`src/rtl/val2_shift_engine_if.sv`:
```
// rtl/val2_shift_engine_if.sv - request/result handshake bundle for the val2 shift engine
// master drives requests and accepts results; slave is the engine side.
interface val2_shift_engine_if #(
  parameter int WIDTH = 32
);
  logic             in_valid;
  logic             in_ready;
  logic [WIDTH-1:0] rm;
  logic [WIDTH-1:0] rs;
  logic [11:0]      shift_operand;
  logic             immd;
  logic             reg_shift;
  logic             is_mem_command;
  logic             c_in;
  logic             out_valid;
  logic             out_ready;
  logic [WIDTH-1:0] val2_out;
  logic             carry_out;

  modport master (
    output in_valid, rm, rs, shift_operand, immd, reg_shift, is_mem_command, c_in, out_ready,
    input  in_ready, out_valid, val2_out, carry_out
  );

  modport slave (
    input  in_valid, rm, rs, shift_operand, immd, reg_shift, is_mem_command, c_in, out_ready,
    output in_ready, out_valid, val2_out, carry_out
  );
endinterface

```
`src/rtl/val2_shift_engine.sv`:
```
// rtl/val2_shift_engine.sv - iterative operand-2 shifter, STEP bit positions per cycle
// Optional macro VAL2_ZERO_LATENCY_EN: short shifts complete in the accepting cycle.
module val2_shift_engine #(
  parameter int WIDTH = 32,
  parameter int STEP  = 4
) (
  input logic              clk,
  input logic              rst_n,
  val2_shift_engine_if.slave bus
);
  localparam int LW = $clog2(WIDTH);
  localparam int AW = (LW + 1 > 9) ? LW + 1 : 9;

  typedef enum logic [1:0] {S_IDLE, S_SHIFT, S_DONE} state_e;
  typedef enum logic [2:0] {K_NONE, K_LSL, K_LSR, K_ASR, K_ROR, K_RRX} kind_e;

  state_e           state_q;
  logic             in_ready_q;
  logic             out_valid_q;
  logic [WIDTH-1:0] val2_q;
  logic             carry_q;
  logic [WIDTH-1:0] op_q;
  logic [LW-1:0]    rem_q;
  kind_e            kind_q;
  logic             c_q;

  logic [WIDTH-1:0] dec_op;
  kind_e            dec_kind;
  logic [LW-1:0]    dec_amt;
  logic             dec_c;
  logic [AW-1:0]    amt_a;
  logic [4:0]       rot;
  logic [1:0]       sh_type;

  logic [LW-1:0]    step_n;
  logic [WIDTH-1:0] step_r;
  logic             step_c;

  logic unused_rs;
  assign unused_rs = ^bus.rs[WIDTH-1:8];

  // One shift of n (1..WIDTH-1) positions; carry is the last bit pushed out.
  function automatic logic [WIDTH:0] shift_step(input kind_e k, input logic [WIDTH-1:0] op,
                                                input logic [LW-1:0] n, input logic c);
    logic [WIDTH-1:0] r;
    logic             co;
    logic [LW-1:0]    lo;
    logic [LW-1:0]    hi;
    r  = op;
    co = c;
    lo = n - LW'(1);
    hi = '0 - n;
    case (k)
      K_LSL:   begin r = op << n;                         co = op[hi]; end
      K_LSR:   begin r = op >> n;                         co = op[lo]; end
      K_ASR:   begin r = $unsigned($signed(op) >>> n);    co = op[lo]; end
      K_ROR:   begin r = (op >> n) | (op << hi);          co = op[lo]; end
      K_RRX:   begin r = {c, op[WIDTH-1:1]};              co = op[0];  end
      default: ;
    endcase
    return {co, r};
  endfunction

  // Saturated shifts are resolved here and then spend one idle SHIFT cycle (K_NONE).
  always_comb begin
    dec_op   = bus.rm;
    dec_kind = K_NONE;
    dec_amt  = '0;
    dec_c    = bus.c_in;
    sh_type  = bus.shift_operand[6:5];
    rot      = {bus.shift_operand[11:8], 1'b0};
    amt_a    = '0;
    if (bus.is_mem_command) begin
      dec_op = WIDTH'(bus.shift_operand);
    end else if (bus.immd) begin
      dec_op = WIDTH'(bus.shift_operand[7:0]);
      if (rot != 5'd0) begin
        if (LW'(rot) == '0) begin
          dec_c = dec_op[WIDTH-1];
        end else begin
          dec_kind = K_ROR;
          dec_amt  = LW'(rot);
        end
      end
    end else begin
      if (bus.reg_shift) begin
        amt_a = {{(AW-8){1'b0}}, bus.rs[7:0]};
      end else begin
        amt_a = AW'(bus.shift_operand[11:7]);
        if (amt_a == '0 && (sh_type == 2'b01 || sh_type == 2'b10)) amt_a = AW'(WIDTH);
      end
      if (!bus.reg_shift && amt_a == '0 && sh_type == 2'b11) begin
        dec_kind = K_RRX;
        dec_amt  = LW'(1);
      end else if (amt_a != '0) begin
        case (sh_type)
          2'b00: begin
            if (amt_a < AW'(WIDTH)) begin
              dec_kind = K_LSL;
              dec_amt  = amt_a[LW-1:0];
            end else begin
              dec_op  = '0;
              dec_c   = (amt_a == AW'(WIDTH)) ? bus.rm[0] : 1'b0;
              dec_amt = LW'(1);
            end
          end
          2'b01: begin
            if (amt_a < AW'(WIDTH)) begin
              dec_kind = K_LSR;
              dec_amt  = amt_a[LW-1:0];
            end else begin
              dec_op  = '0;
              dec_c   = (amt_a == AW'(WIDTH)) ? bus.rm[WIDTH-1] : 1'b0;
              dec_amt = LW'(1);
            end
          end
          2'b10: begin
            if (amt_a < AW'(WIDTH)) begin
              dec_kind = K_ASR;
              dec_amt  = amt_a[LW-1:0];
            end else begin
              dec_op  = {WIDTH{bus.rm[WIDTH-1]}};
              dec_c   = bus.rm[WIDTH-1];
              dec_amt = LW'(1);
            end
          end
          default: begin
            if (amt_a[LW-1:0] == '0) begin
              dec_c = bus.rm[WIDTH-1];
            end else begin
              dec_kind = K_ROR;
              dec_amt  = amt_a[LW-1:0];
            end
          end
        endcase
      end
    end
  end

  always_comb begin
    if ({1'b0, rem_q} > (LW+1)'(STEP)) step_n = LW'(STEP);
    else                               step_n = rem_q;
    {step_c, step_r} = shift_step(kind_q, op_q, step_n, c_q);
  end

`ifdef VAL2_ZERO_LATENCY_EN
  logic             zl_ok;
  logic             zl_fire;
  logic [WIDTH-1:0] zl_r;
  logic             zl_c;

  assign zl_ok   = ({1'b0, dec_amt} <= (LW+1)'(STEP));
  assign zl_fire = (state_q == S_IDLE) && bus.in_valid && zl_ok;
  assign {zl_c, zl_r} = shift_step(dec_kind, dec_op, dec_amt, dec_c);

  assign bus.out_valid = out_valid_q | zl_fire;
  assign bus.val2_out  = zl_fire ? zl_r : val2_q;
  assign bus.carry_out = zl_fire ? zl_c : carry_q;
`else
  assign bus.out_valid = out_valid_q;
  assign bus.val2_out  = val2_q;
  assign bus.carry_out = carry_q;
`endif
  assign bus.in_ready = in_ready_q;

  always_ff @(posedge clk or negedge rst_n) begin
    if (!rst_n) begin
      state_q     <= S_IDLE;
      in_ready_q  <= 1'b1;
      out_valid_q <= 1'b0;
      val2_q      <= '0;
      carry_q     <= 1'b0;
      op_q        <= '0;
      rem_q       <= '0;
      kind_q      <= K_NONE;
      c_q         <= 1'b0;
    end else begin
      case (state_q)
        S_IDLE: begin
          if (bus.in_valid) begin
`ifdef VAL2_ZERO_LATENCY_EN
            if (zl_ok) begin
              if (!bus.out_ready) begin
                state_q     <= S_DONE;
                val2_q      <= zl_r;
                carry_q     <= zl_c;
                out_valid_q <= 1'b1;
                in_ready_q  <= 1'b0;
              end
            end else
`endif
            if (dec_amt == '0) begin
              state_q     <= S_DONE;
              val2_q      <= dec_op;
              carry_q     <= dec_c;
              out_valid_q <= 1'b1;
              in_ready_q  <= 1'b0;
            end else begin
              state_q    <= S_SHIFT;
              op_q       <= dec_op;
              rem_q      <= dec_amt;
              kind_q     <= dec_kind;
              c_q        <= dec_c;
              in_ready_q <= 1'b0;
            end
          end
        end
        S_SHIFT: begin
          op_q  <= step_r;
          c_q   <= step_c;
          rem_q <= rem_q - step_n;
          if (rem_q == step_n) begin
            state_q     <= S_DONE;
            val2_q      <= step_r;
            carry_q     <= step_c;
            out_valid_q <= 1'b1;
          end
        end
        S_DONE: begin
          if (bus.out_ready) begin
            state_q     <= S_IDLE;
            out_valid_q <= 1'b0;
            in_ready_q  <= 1'b1;
          end
        end
        default: state_q <= S_IDLE;
      endcase
    end
  end
endmodule

```
`src/flat_wrapper.sv`:
```
// flat-port wrapper written by rule: the top's interface ports become plain ports
module val2_shift_engine_flat 
#(
  parameter int WIDTH = 32,
  parameter int STEP  = 4
)
  (clk, rst_n, bus_in_valid, bus_rm, bus_rs, bus_shift_operand, bus_immd, bus_reg_shift, bus_is_mem_command, bus_c_in, bus_out_ready, bus_in_ready, bus_out_valid, bus_val2_out, bus_carry_out);
  val2_shift_engine_if #(.WIDTH(WIDTH)) bus_i ();
  input logic clk;
  input logic rst_n;
  input wire logic [$bits(bus_i.in_valid)-1:0] bus_in_valid;
  input wire logic [$bits(bus_i.rm)-1:0] bus_rm;
  input wire logic [$bits(bus_i.rs)-1:0] bus_rs;
  input wire logic [$bits(bus_i.shift_operand)-1:0] bus_shift_operand;
  input wire logic [$bits(bus_i.immd)-1:0] bus_immd;
  input wire logic [$bits(bus_i.reg_shift)-1:0] bus_reg_shift;
  input wire logic [$bits(bus_i.is_mem_command)-1:0] bus_is_mem_command;
  input wire logic [$bits(bus_i.c_in)-1:0] bus_c_in;
  input wire logic [$bits(bus_i.out_ready)-1:0] bus_out_ready;
  output wire logic [$bits(bus_i.in_ready)-1:0] bus_in_ready;
  output wire logic [$bits(bus_i.out_valid)-1:0] bus_out_valid;
  output wire logic [$bits(bus_i.val2_out)-1:0] bus_val2_out;
  output wire logic [$bits(bus_i.carry_out)-1:0] bus_carry_out;
  assign bus_i.in_valid = bus_in_valid;
  assign bus_i.rm = bus_rm;
  assign bus_i.rs = bus_rs;
  assign bus_i.shift_operand = bus_shift_operand;
  assign bus_i.immd = bus_immd;
  assign bus_i.reg_shift = bus_reg_shift;
  assign bus_i.is_mem_command = bus_is_mem_command;
  assign bus_i.c_in = bus_c_in;
  assign bus_i.out_ready = bus_out_ready;
  assign bus_in_ready = bus_i.in_ready;
  assign bus_out_valid = bus_i.out_valid;
  assign bus_val2_out = bus_i.val2_out;
  assign bus_carry_out = bus_i.carry_out;
  val2_shift_engine #(.WIDTH(WIDTH), .STEP(STEP)) u_core (.clk(clk), .rst_n(rst_n), .bus(bus_i));
endmodule
```
`config.mk`:
```
export PLATFORM = sky130hd
export DESIGN_NAME = val2_shift_engine_flat
export DESIGN_NICKNAME = d
export VERILOG_FILES = /design/src/rtl/val2_shift_engine_if.sv /design/src/rtl/val2_shift_engine.sv /design/src/flat_wrapper.sv
export SDC_FILE = /design/constraint.sdc
export NUM_CORES = 1
export LEC_CHECK = 0
export ABC_AREA = 1
export CAP_MARGIN = 15
export CORE_MARGIN = 1.5
export CORE_UTILIZATION = 50
export DETAILED_ROUTE_END_ITERATION = 8
export DONT_BUFFER_PORTS = 1
export HOLD_SLACK_MARGIN = 0.12
export SKIP_CTS_REPAIR_TIMING = 1
export SYNTH_ARGS = -nofsm -noshare
export SYNTH_HDL_FRONTEND = slang
export SYNTH_SLANG_ARGS = --single-unit
```
`constraint.sdc`:
```
create_clock -name clk -period 3.68 [get_ports clk]
set_input_delay 0 -clock clk [delete_from_list [all_inputs] [get_ports clk]]
set_output_delay 0 -clock clk [all_outputs]
set_load 0.02 [all_outputs]
```
==> results of run 1 <==
-- registers in the layout (all words and copies together) (netlist names) --
register              flops
u_core.state_q            2
u_core.c_q                1
u_core.bus.out_valid      1
u_core.bus.in_ready       1
u_core.bus.carry_out      1
u_core.op_q              32
u_core.bus.val2_out      32
u_core.rem_q              5
u_core.kind_q             3
-- cells by family (layout without fill, tap and decap cells) --
kind of cell | count (synthesis) | after routing | synth area share, %
fa+ha+maj | 7 | 7 | 0.994
mux | 3 | 3 | 0.341
xor+xnor | 1 | 1 | 0.0994
other cells | 1 | 1 | 0.0426
flops | 78 | 78 | 22.2
simple gates | 985 | 985 | 47.9
buf+inv | 211 | 203 | 10.5
compound gates | 273 | 273 | 17.9
-- metal layers --
layer	share of wire, %	global-route usage (%)	vias to the layer above
met1	41	54.0	4972
met3	12	10.4	124
met5	0	0	-
met2	42	57.2	695
li1	-	-	5144
met4	4.8	19.2	0
-- power breakdown --
part,switching [uW],internal (uW),total (uW)
clock network,391,605,996
registers,498,1220,1710
logic,5910,2310,8220
total,6800,4130,10900
-- metrics by stage --
stage / total power, uW / util, % / area, um2
after floorplan: 7240 / - / 8810
after global placement: 9520 / 51.6 / 8900
after detailed placement: 9530 / 51.6 / 8900
after CTS: 10500 / 53.5 / 9230
after global routing: 11700 / 55.7 / 9600
final: 10900 / 55.7 / 9600
-- layout by cell type (no fill, tap or decap), types with 2 or more instances in the layout --
cell type,Yosys,layout
nand3_4,2,2
a211oi_1,7,7
o21ai_2,6,6
dfrtp_1,77,77
mux2i_1,3,3
nand4_1,38,38
dlygate4sd3_1,0,34
nand3_2,3,3
inv_2,14,14
and2_1,2,2
nor3_1,5,5
nand3_1,216,216
inv_1,101,101
nand2_2,3,3
o21ai_0,95,95
a31oi_1,4,4
nand2_4,3,3
inv_8,0,2
nor2_2,8,8
o211ai_1,23,23
a21oi_1,56,56
buf_4,4,36
a221oi_1,3,3
o2111ai_1,2,2
o22ai_1,12,12
o21ai_1,47,47
a21oi_4,2,2
ha_1,7,7
o21a_1,3,3
bufinv_16,0,2
nand2_1,640,640
clkbuf_16,0,9
nor2_4,3,3
nor2_1,57,57
a22oi_1,7,7
o221ai_1,2,2
-- worst paths after layout --
check,from,to,cells past startpoint
worst max-delay path,u_core.rem_q[3],u_core.bus.val2_out[20],20
worst min-delay path,bus_immd,u_core.rem_q[4],4
worst max register to register,u_core.rem_q[3],u_core.bus.val2_out[20],20
worst min register to register,u_core.op_q[14],u_core.op_q[14],2
max in group asynchronous,rst_n,u_core.bus.in_ready,2
min in group asynchronous,rst_n,u_core.bus.val2_out[14],2
-- worst max-delay path, stage by stage (launching register included) --
cell and delay (ns):
dfrtp_1 0.43, nor2_4 0.18, nand2_4 0.06, inv_2 0.06
nand2_2 0.05, ha_1 0.24, inv_1 0.24, nand2_1 0.17
nand2_1 0.44, buf_4 0.31, nand3_1 0.12, nand2_1 0.08
nand2_1 0.05, nand3_1 0.08, nand2_1 0.07, nand2_1 0.05
nand3_1 0.20, nand2_1 0.13, nand2_1 0.08, nand2_1 0.08
nand2_1 0.05
-- area by class of cell --
type / instances / area share, %
clock buffers: 9 / 2.35
clock inverters: 7 / 1.08
inverters: 115 / 4.50
multi-input cells: 1270 / 61.9
flip-flops and latches: 78 / 20.4
well taps: 225 / 2.93
repair buffers: 72 / 6.86
==> out/metrics.yaml, run 1 <==
cts.sinks: 78
port_buffers: 0
slew_headroom_pct: 37.5
crit_path_end_kind: "flop"
grt_pass1_wl_um: 55400
post-route-min-period_ns: 3.28
synth_top_area_cell: "nand2_1"
worstMarginPinSlew_ns: 0.936
setup-tns-final_ns: 0
clk_latency_ns: 0.35
p_leak_uw: 0.00496
cp_max_fo: 13
fmax_mhz: 305
yosysWarnings: 0
grt_pass1_vias: 9937
synth_area_leaders: "nand2_1 27%, dfrtp_1 22%, nand3_1 12%, o21ai_0 5.4%, inv_1 4.3%"
yosysSeqAreaShare_pct: 22.2
routedWlPerCell_um: 20.4
syn_area_mm2: 0.00881
fp.dieArea_mm2: 0.0184
fin_skew_ns: 0.0114
multi_input_area_mm2: 0.00594
ys.flop_type: "dfrtp_1"
async_reset_ff_share_pct: 100
core-area_mm2: 0.0172
hold_violations: 0
rsz0062_at_grt: "false"
powerDensity_mw_per_mm2: 1140
drv_slew: 0
synthToLayoutAreaGrowth_pct: 8.92
gr-total-overflow: 0
synth_seq_cells: 78
status: "complete, no violations"
synth_edf_count: 0
regArea_mm2: 0.00195
critPathLaunchType: "flop"
grt_max_degree: 79
cts_tree: "yes"
gp_congestion: 1.03
netlist_instances: 1559
drv_cap: 0
start_util_pct: 51.1
cts.htree.levels: 3
vias_per_cell: 6.16
antenna_left: 0
avgSynthCellArea_um2: 5.65
critical_path_arrival_ns: 3.52
synth_nets: 1650
fill_cells: 1899
die_w_um: 136
diodes: 0
root_buffer: "clkbuf_16"
synth.top_cells.by_count: "640 x nand2_1, 216 x nand3_1, 101 x inv_1"
io-pin-count: 119
num_vias: 10900
peakVddDrop_v: 0.000906
setup_ws_ns: 0.397
drc: 0
pre_cts_slack_ns: 0.543
holdWs_ns: 0.0595
drive_gt1_share_pct: 6.71
dr.first_iter.drc_count: 1401
finalCritPeriodShare_pct: 89.2
r2r_setup_slack_ns: 0.40
min_path_type: "primary input to flop"
worstPathRequired_ns: 3.92
path_clk_slew_ns: 0.06
die_h_um: 136
cts_buffers: 9
num_rows: 48
finalSetupViolCount: 0
antenna_found_initial: 0
instances_no_fill: 1776
worstSetupPathType: "flop to flop"
dpl.cell_count: 1725
nets: 1637
synth_top_area_share_pct: 27.3
grt_use_total_pct: 39.4
dr.pass1.iters: 8
dpl.hpwl_um: 26600
wirelength_um: 36300
yosysUniqueCellTypes: 49
yosysMostFrequentCell: "nand2_1"
cts_buffer_depth: 2
No activity file was read; power rests on OpenSTA's default activity.
==> run 2: changes to the inputs <==
--- a/config.mk
+++ b/config.mk
@@ -7,6 +7,7 @@
 export LEC_CHECK = 0
 export ABC_AREA = 1
 export CAP_MARGIN = 15
+export CORE_ASPECT_RATIO = 0.7
 export CORE_MARGIN = 1.5
 export CORE_UTILIZATION = 50
 export DETAILED_ROUTE_END_ITERATION = 8
==> out/metrics.yaml, run 2 (synthesis gave the netlist of run 1 again) <==
status: "complete, no violations"
setup-tns-final_ns: 0
ff2ff_path_depth: 16
crit_path_end_kind: "flop"
worstSetupPathType: "flop to flop"
finalSetupViolCount: 0
critPathSlowestCell: "nor2_1"
grt_use_total_pct: 39.1
port_buffers: 0
die_w_um: 162
regArea_mm2: 0.00195
peakVddDrop_v: 0.000570
cp_max_fo: 38
r2r_setup_slack_ns: 0.13
post-route-cell-area_mm2: 0.00955
path_clk_slew_ns: 0.06
core-area_mm2: 0.0172
pre_cts_slack_ns: 0.665
r2r_start: "u_core.rem_q[3]"
critical_path_arrival_ns: 3.83
vias_per_cell: 6.20
fin_skew_ns: 0.0103
cts.sinks: 78
gp_congestion: 1.00
crit_top_cell: "nand2_1"
multi_input_area_mm2: 0.00594
post-route-min-period_ns: 3.55
antenna_left: 0
dr.pass1.iters: 7
rsz0062_at_grt: "false"
cts_buffers: 9
hold_violations: 0
setup_ws_ns: 0.130
clk_latency_ns: 0.34
dr.first_iter.drc_count: 1473
grt_max_degree: 79
nets: 1632
cts_buffer_depth: 2
root_buffer: "clkbuf_16"
finalCritPeriodShare_pct: 96.5
drive_gt1_share_pct: 6.34
path_cells: "nor2_4, nand2_4, inv_2, buf_4, nand2_1, buf_4, nor2_1, nand3_1, nand2_1, nand2_1, nand2_1, nand2_1, nand3_1, dlygate4sd3_1, nand2_1, nand2_1"
die_h_um: 114
fmax_mhz: 282
mostFrequentLayoutCells: "640 x nand2_1, 216 x nand3_1, 101 x inv_1"
critPathLaunchType: "flop"
wirelength_um: 36700
cts_tree: "yes"
fill_cells: 1841
fp.dieArea_mm2: 0.0184
r2r-end: "u_core.bus.val2_out[11]"
num_vias: 11000
diodes: 0
powerDensity_mw_per_mm2: 1140
mostFrequentLayoutCell: "nand2_1"
holdPathStages: 4
min_from: "bus_shift_operand[1]"
worstPathRequired_ns: 3.96
synthToLayoutAreaGrowth_pct: 8.44
cts.htree.levels: 3
min_path_type: "primary input to flop"
grt_pass1_wl_um: 55600
utilization_pct: 55.5
drc: 0
critPathLaunch: "u_core.rem_q[3]"
drv_cap: 0
max_stage_delay_ns: 0.62
antenna_found_initial: 0
routedWlPerCell_um: 20.6
start_util_pct: 51.2
slew_headroom_pct: 39.3
dpl.hpwl_um: 27000
p_leak_uw: 0.00492
grt_pass1_vias: 9589
num_rows: 40
hold_end: "u_core.bus.val2_out[1]"
worstMarginPinSlew_ns: 0.908
io-pin-count: 119
holdWs_ns: 0.0739
placed_area_mm2: 0.00889
drv_slew: 0
gr-total-overflow: 0
==> run 2: area by class of cell <==
| class | count | area share, % |
|---|---|---|
| flip-flops and latches | 78 | 20.4 |
| multi-input cells | 1270 | 62.2 |
| clock buffers | 9 | 2.36 |
| repair buffers | 67 | 6.78 |
| inverters | 115 | 4.52 |
| clock inverters | 7 | 0.668 |
| well taps | 231 | 3.03 |
==> run 2: stage by stage <==
| stage | total power (uW) | instances |
|---|---|---|
| after global placement | 9560 | 1725 |
| after floorplan | 7240 | 1559 |
| final | 10900 | 1777 |
| after CTS | 10400 | 1741 |
| after global routing | 11700 | 1777 |
| after detailed placement | 9530 | 1725 |
==> run 2: how the worst max path moves through the flow <==
stage | to | cells past startpoint
floorplan | u_core.bus.carry_out | 19
global placement | u_core.bus.val2_out[19] | 15
detailed placement | u_core.op_q[18] | 15
CTS | u_core.op_q[18] | 15
global route | u_core.bus.val2_out[11] | 16
finish | u_core.bus.val2_out[11] | 16
==> run 2: metal layers <==
layer	routed length, um	track usage (%)	share of wire (%)
met5	0	0	0
met4	1140	13.0	3.1
met3	4980	12.5	14
met2	14900	54.7	41
met1	15700	56.3	43
==> run 2: report_power, final <==
part	switching [uW]	leakage (uW)	internal (uW)
registers	503	0.00103	1210
clock network	405	0.000136	473
logic	5990	0.00376	2280
==> run 2: worst max-delay path: cells and delay by family, from the launching register on <==
| family | cells | cell delay [ns] |
|---|---|---|
| AND/OR/NAND/NOR | 12 | 1.74 |
| buffers and inverters | 4 | 1.31 |
| flip-flops | 1 | 0.43 |
